[config.mk]
export PLATFORM = sky130hd
export DESIGN_NAME = spad_req_queue
export DESIGN_NICKNAME = d
export VERILOG_FILES = /design/src/rtl/spad_req_queue.sv
export SDC_FILE = /design/constraint.sdc
export NUM_CORES = 1
export LEC_CHECK = 0
export ABC_CLOCK_PERIOD_IN_PS = 3200
export CAP_MARGIN = 20
export CORE_MARGIN = 3
export CORE_UTILIZATION = 45
export DETAILED_ROUTE_END_ITERATION = 8
export PLACE_DENSITY_LB_ADDON = 0.3
export SYNTH_ARGS = -nofsm -noshare
export SYNTH_HDL_FRONTEND = slang
export SYNTH_SLANG_ARGS = --single-unit
export TNS_END_PERCENT = 10
[constraint.sdc]
create_clock -name CLK -period 3.2 [get_ports CLK]
set_input_delay 0.32 -clock CLK [delete_from_list [all_inputs] [get_ports CLK]]
set_output_delay 0.32 -clock CLK [all_outputs]
set_load 0.005 [all_outputs]
[src/rtl/spad_req_queue.sv]
// Scratchpad request queue: circular buffer whose youngest entries may be
// speculative, committed or squashed as a group when the guarding branch resolves.
module spad_req_queue #(
  parameter int DEPTH = 8,
  parameter int WIDTH = 38
) (
  input  logic                     CLK,
  input  logic                     nRST,
  input  logic                     wen,
  input  logic [WIDTH-1:0]         wdata,
  input  logic                     wspec,
  output logic                     full,
  input  logic                     ren,
  output logic                     rvalid,
  output logic [WIDTH-1:0]         rdata,
  input  logic                     resolve_commit,
  input  logic                     resolve_squash,
  output logic [$clog2(DEPTH):0]   count,
  output logic [$clog2(DEPTH):0]   spec_count,
  output logic                     err_overflow,
  output logic                     err_resolve
);
  localparam int AW = $clog2(DEPTH);
  localparam int CW = AW + 1;

  logic [WIDTH-1:0] mem_q [DEPTH];

  logic [AW-1:0] head_q, head_d;
  logic [AW-1:0] tail_q, tail_d;
  logic [AW-1:0] spec_head_q, spec_head_d;
  logic [CW-1:0] count_q, count_d;
  logic [CW-1:0] spec_q, spec_d;
  logic          err_ovf_q, err_ovf_d;
  logic          err_res_q, err_res_d;

  logic          push_ok, pop_ok, push_wr, push_spec;
  logic          squash, commit;
  logic [AW-1:0] wr_ptr;

  assign full       = (count_q == CW'(DEPTH));
  assign rvalid     = (count_q != '0) && (count_q > spec_q);
  assign rdata      = (count_q != '0) ? mem_q[head_q] : '0;
  assign count      = count_q;
  assign spec_count = spec_q;
  assign err_overflow = err_ovf_q;
  assign err_resolve  = err_res_q;

  always_comb begin
    squash    = resolve_squash;
    commit    = resolve_commit & ~resolve_squash;
    push_ok   = wen & ~full;
    pop_ok    = ren & rvalid;
    // a speculative push racing a squash belongs to the discarded path
    push_wr   = push_ok & ~(squash & wspec);
    push_spec = push_ok & ~squash & ~commit & (wspec | (spec_q != '0));
    wr_ptr    = squash ? spec_head_q : tail_q;

    head_d  = head_q + AW'(pop_ok);
    tail_d  = wr_ptr + AW'(push_wr);
    count_d = count_q - (squash ? spec_q : '0) - CW'(pop_ok) + CW'(push_wr);
    spec_d  = (squash | commit) ? '0 : spec_q + CW'(push_spec);
    // with no speculative entries the speculative region starts at the tail
    spec_head_d = (spec_d == '0) ? tail_d : spec_head_q;

    err_ovf_d = err_ovf_q | (wen & full);
    err_res_d = err_res_q | (resolve_commit & resolve_squash);
  end

  always_ff @(posedge CLK or negedge nRST) begin
    if (!nRST) begin
      head_q      <= '0;
      tail_q      <= '0;
      spec_head_q <= '0;
      count_q     <= '0;
      spec_q      <= '0;
      err_ovf_q   <= 1'b0;
      err_res_q   <= 1'b0;
    end else begin
      head_q      <= head_d;
      tail_q      <= tail_d;
      spec_head_q <= spec_head_d;
      count_q     <= count_d;
      spec_q      <= spec_d;
      err_ovf_q   <= err_ovf_d;
      err_res_q   <= err_res_d;
    end
  end

  always_ff @(posedge CLK) begin
    if (push_wr) mem_q[wr_ptr] <= wdata;
  end
endmodule

## Word level (Yosys, flattened, before mapping)

Memories as Yosys holds them, arrays and structs flattened.
Index checks and enable logic that the tools add are counted.

- Add/sub/neg operators: 6
- Order comparisons: 1
- Equality and inequality tests: 1
- Muxes and demuxes: 6
- Bitwise operators: 18
- Reductions and logical operators: 4

Operator list:

| cell | number |
|---|---|
| $mux W38 | 1 |
| $and A1 B1 Y1 | 10 |
| $add A4 B1 Y4 | 2 |
| $mux W4 | 2 |
| $reduce_bool A4 Y1 | 2 |
| $add A3 B1 Y3 | 2 |
| $eq A4 B4 Y1 const B | 1 |
| $gt A4 B4 Y1 | 1 |
| $logic_not A4 Y1 | 1 |
| $not A1 Y1 | 4 |
| $or A1 B1 Y1 | 4 |
| $sub A4 B1 Y4 | 1 |
| $sub A4 B4 Y4 | 1 |
| $mux W3 | 1 |
| $mux W1 | 2 |
| $logic_and A1 B1 Y1 | 1 |

- Bits in registers: 19
- Memory bits (writable): 304
- Input port bits: 45
- Output and inout port bits: 50
- Word-level logic and storage cells: 44
- Memories: 1

Memories:

| name | words | bits a word | read ports | clocked after memory_dff | wr ports | RTL line | RTL |
|---|---|---|---|---|---|---|---|
| mem_q | 8 | 38 | 1 | 0 | 1 | 26 | `logic [WIDTH-1:0] mem_q [DEPTH];` |

## Depth between registers and ports, before layout

Gate-level depths: netlist of run 1.

- Word-level depth: 9
- Mapped depth: 14

## Least setup slack after synthesis of run 1

Ideal clock, no wire load.

- Kind: register to register
- Start: register count_q[1] (netlist: count[1])
- End: register count_q[3] (netlist: count[3])
- Setup time: 80 ps
- Arrival: 3258 ps
- Data required time: 3120 ps
- Path slack: -138 ps
- Cell stages (with the launch flop): 14
- Path buffers: 0
- Clock period less this slack: 3338 ps
- Path through: dfrtp_1 ha_1 nor2b_1 o21a_1 o21ai_0 a211oi_1 fa_1 inv_1 fa_1 ha_1 fa_1 xnor2_1 xnor2_1 xnor2_1

- Cells in the longest elaborated chain, start to end: 5

Ends and longest elaborated chain:

| element | RTL line | RTL |
|---|---|---|
| start, declared | 31 | `logic [CW-1:0] count_q, count_d;` |
| start signal, assigned | 82 | `count_q <= count_d;` |
| $gt A4 B4 Y1, or another cell as far along | 41 | `assign rvalid = (count_q != '0) && (count_q > spec_q);` |
| $logic_and A1 B1 Y1 / $not A1 Y1 (equally long branches) | 41, 51 |  |
| $and A1 B1 Y1 (on tied branches) | 52, 51 |  |
| $sub A4 B1 Y4 / $and A1 B1 Y1 (equally long branches) | 60, 54 |  |
| $add A4 B1 Y4 * | 60 | `count_d = count_q - (squash ? spec_q : '0) - CW'(pop_ok) + CW'(push_wr);` |
| via count_d[3] | 31 |  |

The timed path passes the listed nets; every way through them passes the cells marked *.
A chain may end at the register's enable or synchronous reset.

## Worst setup path in the final report of run 1

Same ends and word-level chain as after synthesis.

==> flow_summary.rst, run 1 <==
.. list-table::
   :header-rows: 1

   * - Metric
     - Value
   * - Result of the run
     - complete, no violations
   * - Die Y
     - 174 um
   * - Smallest setup slack after layout
     - between 40 and 50 ps
   * - Post-Synthesis Cell Area
     - 12700 um^2
   * - Synthesized netlist cell count
     - 592
   * - Maximum ir drop on the vdd rail
     - 0.000551 V
   * - Achievable clock frequency
     - 317 MHz
   * - M1 WL
     - 10.6 mm
   * - GRT overflow
     - 0
   * - Worst hold path type
     - input port to async pin
   * - # Max-Cap Violations
     - 0
   * - Hold buffer count at CTS
     - 0
   * - CP Launch Type
     - register
   * - Routability-driven placement congestion ratio
     - 0.795
   * - Seq cells post-synth
     - 323
   * - Synthesized area per cell
     - 21.5 um^2
   * - Slowest stage cell on the critical path
     - sky130_fd_sc_hd__dfrtp_2
   * - Number of antenna violations at the first check in global routing
     - 2
   * - Synth-to-Final Area Change
     - 21.3%
   * - Starting Density
     - 0.465
   * - Cell internal pwr
     - 9.64 mW
   * - Area of all placed cells without fillers
     - roughly 15000 um^2
   * - Die outline width
     - 174 um
   * - Distinct cell type count of the synthesized netlist
     - 36
   * - Number of diodes added for antenna fixing
     - 0
   * - Yosys Warn Count
     - 0
   * - Via count of the first global-routing pass
     - 6569
   * - Layout cell share with drive strength beyond 1
     - 0.228
   * - Routed Antenna Nets
     - 0
   * - Number of detailed-route iterations in the first pass
     - 4
   * - Post-placement worst setup slack
     - -151 ps
   * - Total routed wirelength
     - 25.0 mm
   * - Worst EP required
     - between 3000 and 4000 ps
   * - Top post-synthesis cells by area
     - sky130_fd_sc_hd__edfxtp_1, sky130_fd_sc_hd__mux4_2, sky130_fd_sc_hd__dfrtp_1
   * - Number of buffers created by CTS
     - 34
   * - Total number of clock tree sinks
     - between 300 and 400
   * - Standard-cell row count
     - 60
   * - Total met3 wirelength after detailed routing
     - 1.25 mm
   * - WL/cell
     - ~22 um
   * - Arrival time reported for the critical path endpoint
     - ~3600 ps
   * - Total via count in the routed design
     - 6079
   * - Power dissipated by switching net loads
     - 3.76 mW
   * - Final-report setup violation count
     - 0
   * - Number of nets in the layout
     - 785
   * - Sequential share of power
     - 0.411
   * - Highest net fanout along the worst path
     - 2
   * - Setup repair after global routing missed its margin
     - true
   * - Area of the die
     - 30400 um^2
   * - Average via count per standard cell
     - 5.44
   * - Ports
     - 95
   * - Synthesized net count
     - approximately 650
   * - Iter 0 DRT Violations
     - 355
   * - Standard cell core area
     - 27400 um^2
   * - DRC viols
     - 0
   * - Final Hold Viols
     - 0
   * - Ratio of total power to cell area
     - between 800 and 900 nW/um^2
   * - CTS H-tree lvls
     - 2
   * - Met2 Wirelength
     - 12.7 mm
   * - Clock insertion delay at the later pin of the skew report
     - 510 ps
   * - Transition time of the tightest slew-check pin
     - 896 ps
   * - Leakage power of the design
     - 5.21 nW
   * - Util after Layout
     - 0.564
   * - Pin count of the biggest net entering global routing
     - 39
   * - Kind of end point of the critical path
     - register
   * - Total count of max-transition violations in the final report
     - 0
   * - TritonCTS clock tree
     - done
   * - Highest signal layer in the routed design
     - met5
   * - Global routing usage summed across all routing layers
     - 0.169
   * - Biggest area consumer among synthesized cells
     - sky130_fd_sc_hd__edfxtp_1
   * - Clock Root Buffer
     - sky130_fd_sc_hd__clkbuf_16
   * - Setup skew after layout
     - 20.2 ps
   * - Global-route wire length before repair
     - 39.3 mm
   * - Peak per-stage delay on the critical path
     - 430 ps
   * - Detailed placement HPWL
     - 14.0 mm
   * - Switch share
     - 0.281
   * - Placed Instance Area
     - 14400 um^2
   * - Sequential area share after synthesis
     - 0.753
   * - Top-area cell type share of the netlist area
     - 0.716
   * - Buffers added on ports
     - 94
   * - Part of the cycle the worst path needs
     - 0.985
   * - Total power after layout
     - 13.4 mW
   * - Maximum number of buffers from clock root to sink
     - 3
   * - Share of power burned in combinational logic
     - 0.328
   * - Worst hold slack across all endpoints
     - 325 ps
   * - Worst slew slack as a fraction of its limit
     - 0.401
   * - Category of the critical setup timing path
     - register to register
   * - Worst path cell trace
     - ha_4 > nor2b_1 > o21a_1 > o21ai_2 > a211oi_2 > fa_2 > inv_2 > fa_1 > ha_2 > fa_2 > xnor2_2 > xnor2_1 > xnor2_1
   * - Clock-pin slew on the worst setup and hold paths
     - about 60 ps
   * - Clock share of power
     - 0.261
   * - Clock period minus worst slack
     - 3150 ps
per-layer routing:
| metal | up-vias | GRT usage |
|---|---|---|
| met5 | - | 0 |
| met4 | 4 | 0.0436 |
| met3 | 38 | 0.0360 |
| met2 | 157 | 0.285 |
| met1 | 3201 | 0.227 |
| li1 | 2679 | - |
logic make-up after synthesis:
logic type,count (synthesis),share of synthesized area
compound gates,16,0.00922
xor+xnor,8,0.00550
fa+ha+maj,16,0.0175
buf+inv,41,0.0210
flops,323,0.753
mux,118,0.169
simple gates,70,0.0240
sequential cells by signal, indices dropped and copies added (netlist names):
name and count:
count 4, err_overflow 1, err_resolve 1, head_q 3, mem_q 304, spec_count 4, spec_head_q 3, tail_q 3
cells in the mapped netlist:
cell and number:
sky130_fd_sc_hd__edfxtp_1 304, sky130_fd_sc_hd__mux4_2 70, sky130_fd_sc_hd__nor2_1 51, sky130_fd_sc_hd__mux2i_1 38, sky130_fd_sc_hd__dfrtp_1 19, sky130_fd_sc_hd__ha_1 13
sky130_fd_sc_hd__inv_1 13, sky130_fd_sc_hd__clkbuf_1 10, sky130_fd_sc_hd__buf_2 8, sky130_fd_sc_hd__mux4_1 6, sky130_fd_sc_hd__nand2_1 6, sky130_fd_sc_hd__xnor2_1 6
sky130_fd_sc_hd__buf_12 5, sky130_fd_sc_hd__and2_1 4, sky130_fd_sc_hd__a21oi_1 3, sky130_fd_sc_hd__clkbuf_4 3, sky130_fd_sc_hd__fa_1 3, sky130_fd_sc_hd__mux2_1 3
sky130_fd_sc_hd__nor3_1 3, sky130_fd_sc_hd__o21ai_0 3, sky130_fd_sc_hd__a211oi_1 2, sky130_fd_sc_hd__a21o_1 2, sky130_fd_sc_hd__a32oi_1 2, sky130_fd_sc_hd__nor2b_1 2
sky130_fd_sc_hd__xor2_1 2, sky130_fd_sc_hd__a22oi_1 1, sky130_fd_sc_hd__a311oi_2 1, sky130_fd_sc_hd__a41o_1 1, sky130_fd_sc_hd__buf_4 1, sky130_fd_sc_hd__buf_6 1
sky130_fd_sc_hd__mux2_2 1, sky130_fd_sc_hd__nand3_1 1, sky130_fd_sc_hd__nor4_2 1, sky130_fd_sc_hd__nor4b_2 1, sky130_fd_sc_hd__o21a_1 1, sky130_fd_sc_hd__or4_1 1
critical path, delay by kind of cell (launching register included):
kind / cells / cell delay, ps
AOI/OAI and AO/OA: 3 / 440
xor gates and xnor gates: 3 / 460
adders and majority gates: 5 / 1560
buffers and inverters: 1 / 60
and+or+nand+nor: 1 / 120
DFF: 1 / 430
area by class of cell:
class / instances / area (um^2)
fill: 2032 / 11900
sequential: 323 / 9620
multi-input combinational: 228 / 2990
timing repair buffer: 124 / 1350
clock buffer: 42 / 902
tap: 372 / 465
clock inverter: 16 / 96.3
inverter: 13 / 48.8
timing repair:
action | 4_1_cts | 5_1_grt
setup buffers | 1 | 1
endpoints found under the setup margin | 1 | 11
pin swaps | 6 | 5
resized for setup | 6 | 9
power by group through the flow:
| stage | Clock (mW) | Combinational (mW) | Sequential, mW |
|---|---|---|---|
| global route | 3.78 | 4.77 | 5.56 |
| floorplan | 0 | 2.74 | 5.36 |
| detailed placement | 0 | 4.42 | 5.59 |
| global placement | 0 | 4.36 | 5.55 |
| CTS | 3.59 | 4.47 | 5.51 |
| finish | 3.50 | 4.39 | 5.50 |
cell usage in the layout (no fill, tap or decap), types with 2 or more instances in the layout:
master / instances
sky130_fd_sc_hd__inv_1: 11
sky130_fd_sc_hd__nand2_1: 6
sky130_fd_sc_hd__nor3_1: 3
sky130_fd_sc_hd__dfrtp_2: 3
sky130_fd_sc_hd__clkinv_8: 2
sky130_fd_sc_hd__clkbuf_1: 7
sky130_fd_sc_hd__clkbuf_16: 35
sky130_fd_sc_hd__dlymetal6s2s_1: 5
sky130_fd_sc_hd__mux4_2: 70
sky130_fd_sc_hd__a32oi_1: 2
sky130_fd_sc_hd__clkinv_1: 8
sky130_fd_sc_hd__buf_12: 12
sky130_fd_sc_hd__dfrtp_1: 14
sky130_fd_sc_hd__nor2b_1: 2
sky130_fd_sc_hd__nor2_4: 8
sky130_fd_sc_hd__buf_4: 16
sky130_fd_sc_hd__dfrtp_4: 2
sky130_fd_sc_hd__inv_2: 2
sky130_fd_sc_hd__mux2_1: 3
sky130_fd_sc_hd__o21ai_0: 2
sky130_fd_sc_hd__a21o_1: 2
sky130_fd_sc_hd__clkdlybuf4s50_1: 89
sky130_fd_sc_hd__nor2_1: 43
sky130_fd_sc_hd__edfxtp_1: 304
sky130_fd_sc_hd__ha_1: 11
sky130_fd_sc_hd__clkinv_2: 5
sky130_fd_sc_hd__xnor2_1: 5
sky130_fd_sc_hd__fa_2: 2
sky130_fd_sc_hd__a21oi_1: 3
sky130_fd_sc_hd__mux2i_1: 37
sky130_fd_sc_hd__mux4_1: 6
sky130_fd_sc_hd__xor2_1: 2
sky130_fd_sc_hd__and2_1: 4
worst paths after layout:
path                       depth (start not counted)  slack [ps]         from            to
setup / recovery                                  13          50     count[1]      count[3]
hold / removal                                     1         320         nRST      count[0]
setup reg to reg                                  13          50     count[1]      count[3]
hold reg to reg                                    1         460  err_resolve   err_resolve
max in group asynchronous                          1        2220         nRST     head_q[1]
min in group CLK                                   2         460          wen  err_overflow
stage by stage:
| step | setup TNS (ps) | cells |
|---|---|---|
| finish | 0 | 1118 |
| global route | -97.1 | 1118 |
| CTS | 0 | 1117 |
| detailed placement | -151 | 1058 |
| global placement | -44.5 | 1058 |
| floorplan | -14010 | 592 |
Note: power is estimated with default switching activity, not from simulation.
==> run 2: changes to the inputs <==
--- a/config.mk
+++ b/config.mk
@@ -14,4 +14,4 @@
 export SYNTH_ARGS = -nofsm -noshare
 export SYNTH_HDL_FRONTEND = slang
 export SYNTH_SLANG_ARGS = --single-unit
-export TNS_END_PERCENT = 10
+export TNS_END_PERCENT = 50
==> flow_summary.rst, run 2 (same netlist as run 1, synthesis figures left out) <==
.. list-table::
   :header-rows: 1

   * - Metric
     - Value
   * - Number of detailed-route iterations in the first pass
     - 4 (unchanged)
   * - Transition time of the tightest slew-check pin
     - 897 ps (+1.31 ps)
   * - Ports
     - 95 (unchanged)
   * - Met2 global-route usage
     - 0.285 (unchanged)
   * - Power dissipated by switching net loads
     - 3.76 mW (about the same)
   * - Ratio of total power to cell area
     - 868 nW/um^2 (+0.21%)
   * - Worst hold slack across all endpoints
     - 323 ps (-1.11 ps)
   * - Worst EP required
     - 3630 ps (about the same)
   * - Iter 0 DRT Violations
     - 359 (+1.1%)
   * - Most common cell after layout, fill and taps aside
     - sky130_fd_sc_hd__edfxtp_1
   * - M3 GR Usage
     - 0.0360 (unchanged)
   * - TritonCTS clock tree
     - done
   * - Total number of clock tree sinks
     - 323 (unchanged)
   * - Number of buffers created by CTS
     - 34 (unchanged)
   * - Kind of end point of the critical path
     - register
   * - Routability-driven placement congestion ratio
     - 0.795 (unchanged)
   * - Synth-to-Final Area Change
     - 21.3% (about the same)
   * - Worst path cell trace
     - ha_4 > nor2b_1 > o21a_1 > o21ai_2 > a211oi_2 > fa_2 > inv_2 > fa_1 > ha_2 > fa_2 > xnor2_2 > xnor2_1 > xnor2_1
   * - Total via count in the routed design
     - 6071 (-0.13%)
   * - Peak per-stage delay on the critical path
     - 430 ps (about the same)
   * - Number of antenna violations at the first check in global routing
     - 2 (unchanged)
   * - Total power after layout
     - 13.4 mW (+0.23%)
   * - Smallest setup slack after layout
     - 49.7 ps (+2.60 ps)
   * - Die outline width
     - 174 um (unchanged)
   * - Average via count per standard cell
     - 5.41 (-0.49%)
   * - Total routed wirelength
     - 25.0 mm (about the same)
   * - Via count of the first global-routing pass
     - 6569 (unchanged)
   * - Area of the die
     - 30400 um^2 (unchanged)
   * - Placed Instance Area
     - 14400 um^2 (unchanged)
   * - Flip-flop count of the largest register, all copies and words added
     - 304 (unchanged)
   * - Starting Density
     - 0.465 (unchanged)
   * - Share of power burned in combinational logic
     - 0.332 (+0.004)
   * - Leakage power of the design
     - 5.18 nW (-0.62%)
   * - Number of diodes added for antenna fixing
     - 0 (unchanged)
   * - Clock Root Buffer
     - sky130_fd_sc_hd__clkbuf_16
   * - Switch share
     - 0.280 (-0.000554)
   * - Part of the cycle the worst path needs
     - 0.984 (about the same)
   * - Final-report setup violation count
     - 0 (unchanged)
   * - Clock-pin slew on the worst setup and hold paths
     - 60 ps (about the same)
   * - Dpl cells
     - 1058 (unchanged)
   * - Sequential share of power
     - 0.407 (-0.004)
   * - Total count of max-transition violations in the final report
     - 0 (unchanged)
   * - Global routing usage summed across all routing layers
     - 0.169 (unchanged)
   * - Number of nets in the layout
     - 789 (+0.51%)
   * - Clock period minus worst slack
     - 3150 ps (-2.60 ps)
   * - Register name with the most flops
     - mem_q
   * - Detailed placement HPWL
     - 14.0 mm (unchanged)
   * - CTS H-tree lvls
     - 2 (unchanged)
   * - Clock share of power
     - 0.261 (about the same)
   * - # fillers
     - 2030 (-0.098%)
   * - Worst hold path type
     - input port to async pin
   * - Cell internal pwr
     - 9.67 mW (+0.31%)
   * - Pin count of the biggest net entering global routing
     - 39 (unchanged)
   * - Category of the critical setup timing path
     - register to register
   * - Achievable clock frequency
     - 317 MHz (about the same)
   * - Maximum ir drop on the vdd rail
     - 0.000552 V (+0.20%)
   * - # Max-Cap Violations
     - 0 (unchanged)
   * - Worst slew slack as a fraction of its limit
     - 0.400 (-0.000873)
   * - Die Y
     - 174 um (unchanged)
   * - Standard cell core area
     - 27400 um^2 (unchanged)
   * - Layer with the highest usage
     - met2
   * - GRT overflow
     - 0 (unchanged)
   * - Global-route wire length before repair
     - 39.3 mm (unchanged)
   * - Buffers added on ports
     - 94 (unchanged)
   * - Result of the run
     - complete, no violations
   * - Global routing usage on met1
     - 0.227 (unchanged)
   * - Post-placement worst setup slack
     - -151 ps (unchanged)
   * - Highest net fanout along the worst path
     - 2 (unchanged)
   * - DRC viols
     - 0 (unchanged)
   * - WL/cell
     - 22.3 um (-0.27%)
   * - Non-Filler Instances
     - 1122 (+0.36%)
   * - Final Hold Viols
     - 0 (unchanged)
   * - Setup repair after global routing missed its margin
     - true
   * - Clock insertion delay at the later pin of the skew report
     - 510 ps (about the same)
   * - Area of all placed cells without fillers
     - 15500 um^2 (about the same)
   * - CP Launch Type
     - register
   * - Layout cell share with drive strength beyond 1
     - 0.231 (+0.00278)
   * - Most frequent cells in the layout
     - sky130_fd_sc_hd__edfxtp_1, sky130_fd_sc_hd__clkdlybuf4s50_1, sky130_fd_sc_hd__mux4_2
   * - Setup skew after layout
     - 19.1 ps (-1.13 ps)
   * - Slowest stage cell on the critical path
     - sky130_fd_sc_hd__dfrtp_2
   * - Routed Antenna Nets
     - 0 (unchanged)
   * - Arrival time reported for the critical path endpoint
     - 3580 ps (about the same)
   * - Maximum number of buffers from clock root to sink
     - 3 (unchanged)
   * - Standard-cell row count
     - 60 (unchanged)
[run 2: layout make-up]
cell class | instances | area [um^2] | share of cell area
Multi-Input combinational cell | 228 | 2980 | 0.193
Inverter | 13 | 48.8 | 0.00315
Clock buffer | 42 | 902 | 0.0583
Timing Repair Buffer | 128 | 1360 | 0.0878
Sequential cell | 323 | 9620 | 0.622
Clock inverter | 16 | 96.3 | 0.00623
Tap cell | 372 | 465 | 0.0301
[run 2: layer usage]
metal  routed length [um]  share of wire
met5                   23        0.00092
met4                  441          0.018
met3                 1320          0.053
met2                12700           0.51
met1                10500           0.42
[run 2: final timing paths]
| kind | start | endpoint | slack, ps | cells after the start |
|---|---|---|---|---|
| worst max-delay path | count[1] | count[3] | 50 | 13 |
| worst min-delay path | nRST | count[0] | 320 | 1 |
| worst max register to register | count[1] | count[3] | 50 | 13 |
| worst min register to register | err_resolve | err_resolve | 460 | 1 |
| max in group asynchronous | nRST | head_q[1] | 2210 | 1 |
| min in group CLK | wen | err_overflow | 460 | 2 |
[run 2: power by group through the flow]
stage	clock, mW	sequential (mW)	combinational (mW)
2_1_floorplan	0	5.36	2.74
5_1_grt	3.78	5.52	4.85
3_5_place_dp	0	5.59	4.42
4_1_cts	3.59	5.51	4.47
3_3_place_gp	0	5.55	4.36
6_report	3.51	5.47	4.45
[run 2: repair_timing]
item,CTS,global route
buffers inserted,1,5
setup endpoints to repair,1,11
pin swaps,6,5
hold buffers,0,0
resized for setup,6,1
[run 2: worst max-delay path, delay by kind of cell, from the launching register on]
kind,cells,cell delay [ps]
flip-flops,1,430
adder cells (fa/ha/maj),5,1550
buffers and inverters,1,60
AO/OA/AOI/OAI,3,440
AND/OR/NAND/NOR,1,120
XOR/XNOR,3,460
[run 2: per-stage QoR]
step / setup TNS, ps / utilization
2_1_floorplan: -14010 / -
4_1_cts: 0 / 0.563
3_5_place_dp: -151 / 0.525
5_1_grt: -80.0 / 0.565
3_3_place_gp: -44.5 / 0.525
6_report: 0 / 0.565
